===== config.mk =====
export PLATFORM = sky130hd
export DESIGN_NAME = inst_queue_flat
export DESIGN_NICKNAME = d
export VERILOG_FILES = /design/src/rtl/inst_queue_if.sv /design/src/rtl/inst_queue.sv /design/src/flat_wrapper.sv
export SDC_FILE = /design/constraint.sdc
export NUM_CORES = 1
export LEC_CHECK = 0
export ABC_AREA = 1
export ABC_CLOCK_PERIOD_IN_PS = 6550
export BUFFER_PORTS_ARGS = -buffer_cell sky130_fd_sc_hd__buf_2
export CAP_MARGIN = 20
export CORE_MARGIN = 5
export CORE_UTILIZATION = 50
export CTS_BUF_LIST = sky130_fd_sc_hd__clkbuf_8 sky130_fd_sc_hd__clkbuf_16
export DETAILED_ROUTE_END_ITERATION = 6
export GPL_ROUTABILITY_DRIVEN = 0
export PLACE_DENSITY = 0.69
export SETUP_SLACK_MARGIN = 0.15
export SKIP_LAST_GASP = 1
export SYNTH_ARGS = -nofsm -noshare
export SYNTH_HDL_FRONTEND = slang
export SYNTH_SLANG_ARGS = --single-unit

===== constraint.sdc =====
create_clock -name clk -period 6.55 [get_ports clk]
set_clock_uncertainty 0.15 [all_clocks]
set_input_delay 0.3275 -clock clk [delete_from_list [all_inputs] [get_ports clk]]
set_output_delay 0.3275 -clock clk [all_outputs]
set_load 0.02 [all_outputs]

===== src/rtl/inst_queue_if.sv =====
// inst_queue_if
//   Bundles the fetch-side and decode-side signals of the halfword
//   instruction queue.
//   slave  : the queue itself. It receives the memory word, the flush
//            and the consume count, and drives the decoder view and status.
//   master : the surrounding core, meaning the fetcher and the decoder.
//
//   Signals
//     from_memory         32       fetched word; [15:0] older, [31:16] younger
//     mem_valid           1        from_memory carries a new word
//     flush               1        branch redirect
//     flush_pc            16       halfword address of redirect target
//     num_items_consumed  2        entries retired by decoder (0..2)
//     first_inst          16       oldest entry (0 when not valid)
//     second_inst         16       next-oldest entry (0 when not valid)
//     first_valid         1        first_inst meaningful
//     second_valid        1        second_inst meaningful
//     first_pc            16       halfword address of first_inst
//     count               PTR_W+1  occupancy
//     should_memory_stall 1        fetcher must hold its address
//     overflow_err        1        sticky dropped-push flag
interface inst_queue_if #(
  parameter int PTR_W = 3
) ();

  logic [31:0]      from_memory;
  logic             mem_valid;
  logic             flush;
  logic [15:0]      flush_pc;
  logic [1:0]       num_items_consumed;
  logic [15:0]      first_inst;
  logic [15:0]      second_inst;
  logic             first_valid;
  logic             second_valid;
  logic [15:0]      first_pc;
  logic [PTR_W:0]   count;
  logic             should_memory_stall;
  logic             overflow_err;

  modport slave (
    input  from_memory, mem_valid, flush, flush_pc, num_items_consumed,
    output first_inst, second_inst, first_valid, second_valid, first_pc,
           count, should_memory_stall, overflow_err
  );

  modport master (
    output from_memory, mem_valid, flush, flush_pc, num_items_consumed,
    input  first_inst, second_inst, first_valid, second_valid, first_pc,
           count, should_memory_stall, overflow_err
  );

endinterface


===== src/rtl/inst_queue.sv =====
// inst_queue
//   This is a halfword instruction queue placed between instruction RAM
//   port A and the dual-issue decoder. Each 32-bit memory word is split
//   into two entries. The low half is the older entry, and the high half
//   is the younger one.
//   The queue presents its two oldest entries and retires 0, 1 or 2 of
//   them per cycle. It raises a stall request early enough to absorb one
//   word that is already in flight. A flush empties the queue.
//
//   Ports
//     clk          core clock; all state updates on posedge
//     CPU_RESET_n  asynchronous active-low reset
//     q            inst_queue_if.slave (see inst_queue_if for signals)
//
//   Optional build macro INST_QUEUE_BYPASS_EN
//     When this macro is defined and the queue is empty, an arriving word
//     (with no discard pending) is forwarded combinationally to
//     first/second in the same cycle. Entries consumed in that cycle are
//     never written, and the remainder is enqueued.
//     When the macro is not defined, there is no combinational path from
//     from_memory to the outputs.
module inst_queue #(
  parameter int DEPTH = 8,
  parameter int PTR_W = 3
) (
  input  logic         clk,
  input  logic         CPU_RESET_n,
  inst_queue_if.slave  q
);

  localparam int CW = PTR_W + 1;

  logic [15:0]    mem [DEPTH];
  logic [PTR_W-1:0] head_q, tail_q;
  logic [CW-1:0]  count_q;
  logic [15:0]    first_pc_q;
  logic           overflow_q;
  logic           drop_low_q;
  logic           discard_q;

  logic [15:0]    lo_half, hi_half;
  logic [1:0]     req, eff, eff_q, eff_w;
  logic [1:0]     push_size, push_len, start_idx;
  logic [CW-1:0]  avail, space;
  logic           push_req, push_ok, fits, bypass_hit;
  logic           we0, we1;
  logic [15:0]    wr_data0;
  logic [PTR_W-1:0] head_p1, tail_p1;

  assign lo_half = q.from_memory[15:0];
  assign hi_half = q.from_memory[31:16];
  assign head_p1 = head_q + PTR_W'(1);
  assign tail_p1 = tail_q + PTR_W'(1);

  always_comb begin
    req        = (q.num_items_consumed == 2'd3) ? 2'd2 : q.num_items_consumed;
    // The word arriving the cycle after a flush was fetched from the old
    // path and is discarded.
    push_req   = q.mem_valid && !discard_q && !q.flush;
    push_size  = drop_low_q ? 2'd1 : 2'd2;
`ifdef INST_QUEUE_BYPASS_EN
    bypass_hit = push_req && (count_q == '0);
`else
    bypass_hit = 1'b0;
`endif
    // In bypass, the decoder can only retire entries from the incoming word.
    avail      = bypass_hit ? CW'(push_size) : count_q;
    eff        = (CW'(req) > avail) ? avail[1:0] : req;
    eff_q      = bypass_hit ? 2'd0 : eff;
    eff_w      = bypass_hit ? eff : 2'd0;
    push_len   = push_size - eff_w;
    // Free space is measured after this cycle's consume, so a full queue
    // that is retiring 2 entries can still accept a word.
    space      = CW'(DEPTH) - count_q + CW'(eff_q);
    fits       = CW'(push_len) <= space;
    push_ok    = push_req && fits;
    // start_idx is the first half of the word that is actually stored.
    start_idx  = 2'(drop_low_q) + eff_w;
    wr_data0   = (start_idx == 2'd0) ? lo_half : hi_half;
    we0        = push_ok && (push_len != 2'd0);
    we1        = push_ok && (push_len == 2'd2);
  end

  always_ff @(posedge clk or negedge CPU_RESET_n) begin
    if (!CPU_RESET_n) begin
      head_q     <= '0;
      tail_q     <= '0;
      count_q    <= '0;
      first_pc_q <= '0;
      overflow_q <= 1'b0;
      drop_low_q <= 1'b0;
      discard_q  <= 1'b0;
    end else if (q.flush) begin
      head_q     <= '0;
      tail_q     <= '0;
      count_q    <= '0;
      first_pc_q <= q.flush_pc;
      drop_low_q <= q.flush_pc[0];
      discard_q  <= 1'b1;
    end else begin
      discard_q  <= 1'b0;
      head_q     <= head_q + PTR_W'(eff_q);
      first_pc_q <= first_pc_q + 16'(eff);
      if (push_ok) begin
        tail_q  <= tail_q + PTR_W'(push_len);
        count_q <= count_q - CW'(eff_q) + CW'(push_len);
      end else begin
        count_q <= count_q - CW'(eff_q);
      end
      if (push_req) begin
        drop_low_q <= 1'b0;
        if (!fits) overflow_q <= 1'b1;
      end
    end
  end

  // The storage needs no reset, because the outputs are gated by count.
  always_ff @(posedge clk) begin
    if (CPU_RESET_n && !q.flush) begin
      if (we0) mem[tail_q]  <= wr_data0;
      if (we1) mem[tail_p1] <= hi_half;
    end
  end

  always_comb begin
    q.first_inst   = 16'h0000;
    q.second_inst  = 16'h0000;
    q.first_valid  = 1'b0;
    q.second_valid = 1'b0;
    if (bypass_hit) begin
      q.first_valid  = 1'b1;
      q.first_inst   = drop_low_q ? hi_half : lo_half;
      q.second_valid = !drop_low_q;
      q.second_inst  = drop_low_q ? 16'h0000 : hi_half;
    end else begin
      if (count_q >= CW'(1)) begin
        q.first_valid = 1'b1;
        q.first_inst  = mem[head_q];
      end
      if (count_q >= CW'(2)) begin
        q.second_valid = 1'b1;
        q.second_inst  = mem[head_p1];
      end
    end
    q.first_pc            = first_pc_q;
    q.count               = count_q;
    // Stall is asserted with a 4-entry margin, so that the word already
    // leaving the registered RAM output still fits.
    q.should_memory_stall = count_q > CW'(DEPTH - 4);
    q.overflow_err        = overflow_q;
  end

endmodule


===== src/flat_wrapper.sv =====
// flat-port wrapper written by rule: the top's interface ports become plain ports
module inst_queue_flat 
#(
  parameter int DEPTH = 8,
  parameter int PTR_W = 3
)
  (clk, CPU_RESET_n, q_from_memory, q_mem_valid, q_flush, q_flush_pc, q_num_items_consumed, q_first_inst, q_second_inst, q_first_valid, q_second_valid, q_first_pc, q_count, q_should_memory_stall, q_overflow_err);
  inst_queue_if #(.PTR_W(PTR_W)) q_i ();
  input  logic clk;
  input  logic CPU_RESET_n;
  input wire logic [$bits(q_i.from_memory)-1:0] q_from_memory;
  input wire logic [$bits(q_i.mem_valid)-1:0] q_mem_valid;
  input wire logic [$bits(q_i.flush)-1:0] q_flush;
  input wire logic [$bits(q_i.flush_pc)-1:0] q_flush_pc;
  input wire logic [$bits(q_i.num_items_consumed)-1:0] q_num_items_consumed;
  output wire logic [$bits(q_i.first_inst)-1:0] q_first_inst;
  output wire logic [$bits(q_i.second_inst)-1:0] q_second_inst;
  output wire logic [$bits(q_i.first_valid)-1:0] q_first_valid;
  output wire logic [$bits(q_i.second_valid)-1:0] q_second_valid;
  output wire logic [$bits(q_i.first_pc)-1:0] q_first_pc;
  output wire logic [$bits(q_i.count)-1:0] q_count;
  output wire logic [$bits(q_i.should_memory_stall)-1:0] q_should_memory_stall;
  output wire logic [$bits(q_i.overflow_err)-1:0] q_overflow_err;
  assign q_i.from_memory = q_from_memory;
  assign q_i.mem_valid = q_mem_valid;
  assign q_i.flush = q_flush;
  assign q_i.flush_pc = q_flush_pc;
  assign q_i.num_items_consumed = q_num_items_consumed;
  assign q_first_inst = q_i.first_inst;
  assign q_second_inst = q_i.second_inst;
  assign q_first_valid = q_i.first_valid;
  assign q_second_valid = q_i.second_valid;
  assign q_first_pc = q_i.first_pc;
  assign q_count = q_i.count;
  assign q_should_memory_stall = q_i.should_memory_stall;
  assign q_overflow_err = q_i.overflow_err;
  inst_queue #(.DEPTH(DEPTH), .PTR_W(PTR_W)) u_core (.clk(clk), .CPU_RESET_n(CPU_RESET_n), .q(q_i));
endmodule

==> flow_results.xml <==
<?xml version="1.0" encoding="UTF-8"?>
<metrics>
  <group name="synthesis">
    <metric name="yosysWarnings" unit="">0</metric>
    <metric name="post-synth-top-area-fraction" unit="">0.344</metric>
    <metric name="ys_types" unit="">43</metric>
    <metric name="synthTopCellsByArea" unit="">sky130_fd_sc_hd__edfxtp_1, sky130_fd_sc_hd__nand2_1, sky130_fd_sc_hd__nand3_1, sky130_fd_sc_hd__o21bai_1, sky130_fd_sc_hd__dfrtp_1</metric>
    <metric name="postSynthAreaPerCell" unit="µm²">8.00</metric>
    <metric name="postSynth.asyncResetShare" unit="">0.185</metric>
    <metric name="syn-cell-area" unit="mm²">0.0112</metric>
    <metric name="ys_flop_type" unit="">sky130_fd_sc_hd__edfxtp_1</metric>
    <metric name="synth-edff-count" unit="">128</metric>
    <metric name="seq_area_frac_synth" unit="">0.409</metric>
    <metric name="synth.ff_latch_count" unit="">157</metric>
    <metric name="synth_net_count" unit="">1472</metric>
    <metric name="post_synth_inst_count" unit="">1396</metric>
    <metric name="synth_area_leader_cell" unit="">sky130_fd_sc_hd__edfxtp_1</metric>
  </group>
  <group name="clock_tree">
    <metric name="cts_hold_buffers" unit="">16</metric>
    <metric name="clk_transition_reported_paths" unit="ps">60</metric>
    <metric name="cts_tree" unit="">yes</metric>
    <metric name="cts.repair_timing.setup_buffer_count" unit="">0</metric>
    <metric name="cts_made_buffers" unit="">17</metric>
    <metric name="cts-resized-gates" unit="">0</metric>
    <metric name="cts-root-to-sink-buffers" unit="">2</metric>
    <metric name="cts_sinks" unit="">157</metric>
    <metric name="clockRootBuffer" unit="">sky130_fd_sc_hd__clkbuf_16</metric>
    <metric name="clock_insertion_delay_at_the_later_pin_of_the_skew_report" unit="ps">430</metric>
    <metric name="htree_num_levels" unit="">4</metric>
  </group>
  <group name="floorplan">
    <metric name="floorplan.die.width" unit="µm">159</metric>
    <metric name="num_rows" unit="">54</metric>
    <metric name="pin_count" unit="">110</metric>
    <metric name="initial_utilization" unit="">0.510</metric>
    <metric name="fp.coreArea" unit="mm²">0.0219</metric>
    <metric name="fp.dieH" unit="µm">159</metric>
    <metric name="floorplan.die_area" unit="mm²">0.0254</metric>
  </group>
  <group name="global_route">
    <metric name="maximum_number_of_pins_on_one_net_before_global_route_repair" unit="">129</metric>
    <metric name="grt_pass1_vias" unit="">9656</metric>
    <metric name="groute.usage.overall" unit="">0.263</metric>
    <metric name="number_of_antenna_violations_at_the_first_check_in_global_routing" unit="">0</metric>
    <metric name="gr-total-overflow" unit="">0</metric>
    <metric name="grt_pass1_wl" unit="mm">53.2</metric>
  </group>
  <group name="critical_path">
    <metric name="critical_path_arrival" unit="ps">5170</metric>
    <metric name="worstSetupEndpointType" unit="">flip-flop</metric>
    <metric name="start_kind" unit="">flip-flop</metric>
    <metric name="critPathMaxFanout" unit="">33</metric>
    <metric name="r2r-start" unit="">u_core.q.count[1]</metric>
    <metric name="cp.required" unit="ps">6440</metric>
    <metric name="timing_worst_setup_path_type" unit="">reg -&gt; reg</metric>
    <metric name="startpoint" unit="">u_core.q.count[1]</metric>
  </group>
  <group name="cells_and_area">
    <metric name="finish.net_count" unit="">1512</metric>
    <metric name="final.fill_count" unit="">1981</metric>
    <metric name="antenna_cells_inserted" unit="">0</metric>
    <metric name="finalNonFillerCells" unit="">1729</metric>
    <metric name="layout.cells.most_common_list" unit="">sky130_fd_sc_hd__nand2_1, sky130_fd_sc_hd__nand3_1, sky130_fd_sc_hd__edfxtp_1</metric>
    <metric name="post_route_cells_drive_above_1_share" unit="">0.157</metric>
    <metric name="area_growth" unit="%">10.8</metric>
    <metric name="layout_commonest_cell" unit="">sky130_fd_sc_hd__nand2_1</metric>
  </group>
  <group name="drt">
    <metric name="route.detailed.drc" unit="">0</metric>
    <metric name="drtAntennaViolNets" unit="">0</metric>
    <metric name="routed_via_density" unit="">5.94</metric>
    <metric name="vias" unit="">10300</metric>
    <metric name="routed_wire_length_per_instance" unit="µm">19.8</metric>
    <metric name="dr.first_iter.drc_count" unit="">1261</metric>
    <metric name="dr.pass1.iters" unit="">6</metric>
    <metric name="wirelength" unit="mm">34.3</metric>
  </group>
  <group name="place">
    <metric name="dp_hpwl" unit="mm">22.0</metric>
    <metric name="place.port_buffers" unit="">109</metric>
    <metric name="dpl.cell_count" unit="">1680</metric>
  </group>
  <group name="sta">
    <metric name="drv_slew" unit="">0</metric>
    <metric name="achievable-frequency" unit="GHz">0.189</metric>
    <metric name="timing.setup.tns" unit="ps">0</metric>
    <metric name="grt_setup_unrepaired" unit="">no</metric>
    <metric name="hold_violations" unit="">0</metric>
    <metric name="timing.slew.headroom" unit="">0.221</metric>
    <metric name="worst_slew_pin_slew" unit="ps">1170</metric>
    <metric name="post-route-min-period" unit="ps">5280</metric>
    <metric name="min_period_over_period" unit="">0.806</metric>
    <metric name="setup_viol" unit="">0</metric>
  </group>
  <group name="power">
    <metric name="pwr-share-clk" unit="">0.195</metric>
    <metric name="p_leak" unit="nW">5.05</metric>
    <metric name="cellInternalPower" unit="W">0.00251</metric>
    <metric name="p_seq_frac" unit="">0.250</metric>
    <metric name="vdd.ir_drop.worst" unit="V">0.000252</metric>
    <metric name="power.share.switching" unit="">0.489</metric>
    <metric name="power.share.combinational" unit="">0.555</metric>
    <metric name="power.density" unit="mW/mm²">397</metric>
    <metric name="power.switching" unit="W">0.00240</metric>
  </group>
  <group name="flow_run">
    <metric name="timing.max_cap.violations" unit="">0</metric>
  </group>
  <group name="status">
    <metric name="outcome" unit="">finished clean</metric>
  </group>
  <group name="worst_hold_path">
    <metric name="hold_path.startpoint" unit="">q_flush_pc[8]</metric>
    <metric name="worstHoldPathType" unit="">in -&gt; reg</metric>
  </group>
</metrics>
[routing by layer]
layer	up-vias	global-route usage	share of wire
met5	-	0	0
met4	0	0.123	0.034
met3	82	0.0419	0.085
met2	543	0.425	0.47
met1	4725	0.346	0.41
li1	4913	-	-
[power by group through the flow]
stage | combinational [W] | sequential [W] | clock [W]
after floorplan | 0.00188 | 0.00126 | 0
after detailed placement | 0.00270 | 0.00125 | 0
after global placement | 0.00264 | 0.00125 | 0
final | 0.00272 | 0.00123 | 0.000956
after CTS | 0.00271 | 0.00123 | 0.000961
after global routing | 0.00298 | 0.00124 | 0.00101
[synth_stat cells (5+ instances only)]
library cell / number
sky130_fd_sc_hd__buf_4: 12
sky130_fd_sc_hd__buf_6: 5
sky130_fd_sc_hd__o21bai_2: 30
sky130_fd_sc_hd__ha_1: 16
sky130_fd_sc_hd__nor2_1: 122
sky130_fd_sc_hd__a211oi_1: 32
sky130_fd_sc_hd__o21bai_1: 100
sky130_fd_sc_hd__mux2i_1: 16
sky130_fd_sc_hd__dfrtp_1: 29
sky130_fd_sc_hd__fa_1: 6
sky130_fd_sc_hd__buf_1: 11
sky130_fd_sc_hd__clkbuf_1: 56
sky130_fd_sc_hd__xor2_1: 5
sky130_fd_sc_hd__nand2_1: 260
sky130_fd_sc_hd__edfxtp_1: 128
sky130_fd_sc_hd__inv_2: 13
sky130_fd_sc_hd__o21ai_0: 116
sky130_fd_sc_hd__nor2_4: 7
sky130_fd_sc_hd__inv_1: 76
sky130_fd_sc_hd__buf_2: 29
sky130_fd_sc_hd__nand3_1: 186
sky130_fd_sc_hd__a21oi_1: 103
[final timing paths]
kind,end,slack (ps),cells past startpoint
worst max-delay path,u_core.mem[1][15],1270,14
worst min-delay path,u_core.q.first_pc[8],10,3
min in group asynchronous,u_core.q.first_pc[6],300,3
worst min register to register,u_core.q.overflow_err,360,1
worst max register to register,u_core.mem[1][15],1270,14
max in group asynchronous,u_core.head_q[0],5610,3
[flip-flops by register name, summed over array words and instances (netlist names)]
name	cells
u_core.tail_q	3
u_core.q.count	4
u_core.head_q	3
u_core.drop_low_q	1
u_core.discard_q	1
u_core.q.overflow_err	1
u_core.mem	128
u_core.q.first_pc	16
[stage by stage]
step	setup WS [ps]	utilization	power (W)	cell area, µm²	hold WS [ps]
finish	1270	0.566	0.00491	12400	10.5
global route	928	0.566	0.00522	12400	0.252
CTS	1260	0.565	0.00490	12400	2.57
detailed placement	1280	0.532	0.00394	11600	229
global placement	1460	0.531	0.00389	11600	224
floorplan	1550	-	0.00314	11200	-118
[cell type report]
| type | count | area [µm²] | area share |
|---|---|---|---|
| multi-input combinational | 1032 | 5710 | 0.461 |
| inverter | 90 | 338 | 0.0273 |
| clock inverter | 10 | 73.8 | 0.00596 |
| clock buffer | 22 | 494 | 0.0399 |
| sequential | 157 | 4570 | 0.369 |
| timing repair buffer | 138 | 843 | 0.0681 |
| tap | 280 | 350 | 0.0283 |
[worst max-delay path: stages, from the launching register on]
cell	delay [ps]
sky130_fd_sc_hd__dfrtp_1	410
sky130_fd_sc_hd__inv_1	150
sky130_fd_sc_hd__ha_1	330
sky130_fd_sc_hd__inv_1	40
sky130_fd_sc_hd__nor2_1	90
sky130_fd_sc_hd__o211ai_1	140
sky130_fd_sc_hd__o21ai_0	740
sky130_fd_sc_hd__fa_1	550
sky130_fd_sc_hd__inv_1	70
sky130_fd_sc_hd__ha_1	230
sky130_fd_sc_hd__a21oi_1	200
sky130_fd_sc_hd__nor2_2	80
sky130_fd_sc_hd__nand3_4	110
sky130_fd_sc_hd__nand4_4	470
sky130_fd_sc_hd__o21ai_2	1120
[cells by family (layout without fill, tap and decap cells)]
logic type	Yosys count	in the layout	share of synthesized area
muxes	16	16	0.0143
and+or+nand+nor	594	594	0.233
adders and majority gates	22	22	0.0287
AOI/OAI and AO/OA	392	392	0.223
DFF	157	157	0.409
buffers and inverters	207	260	0.0835
xor gates and xnor gates	8	8	0.00795
(Power assumes the default switching activity.)
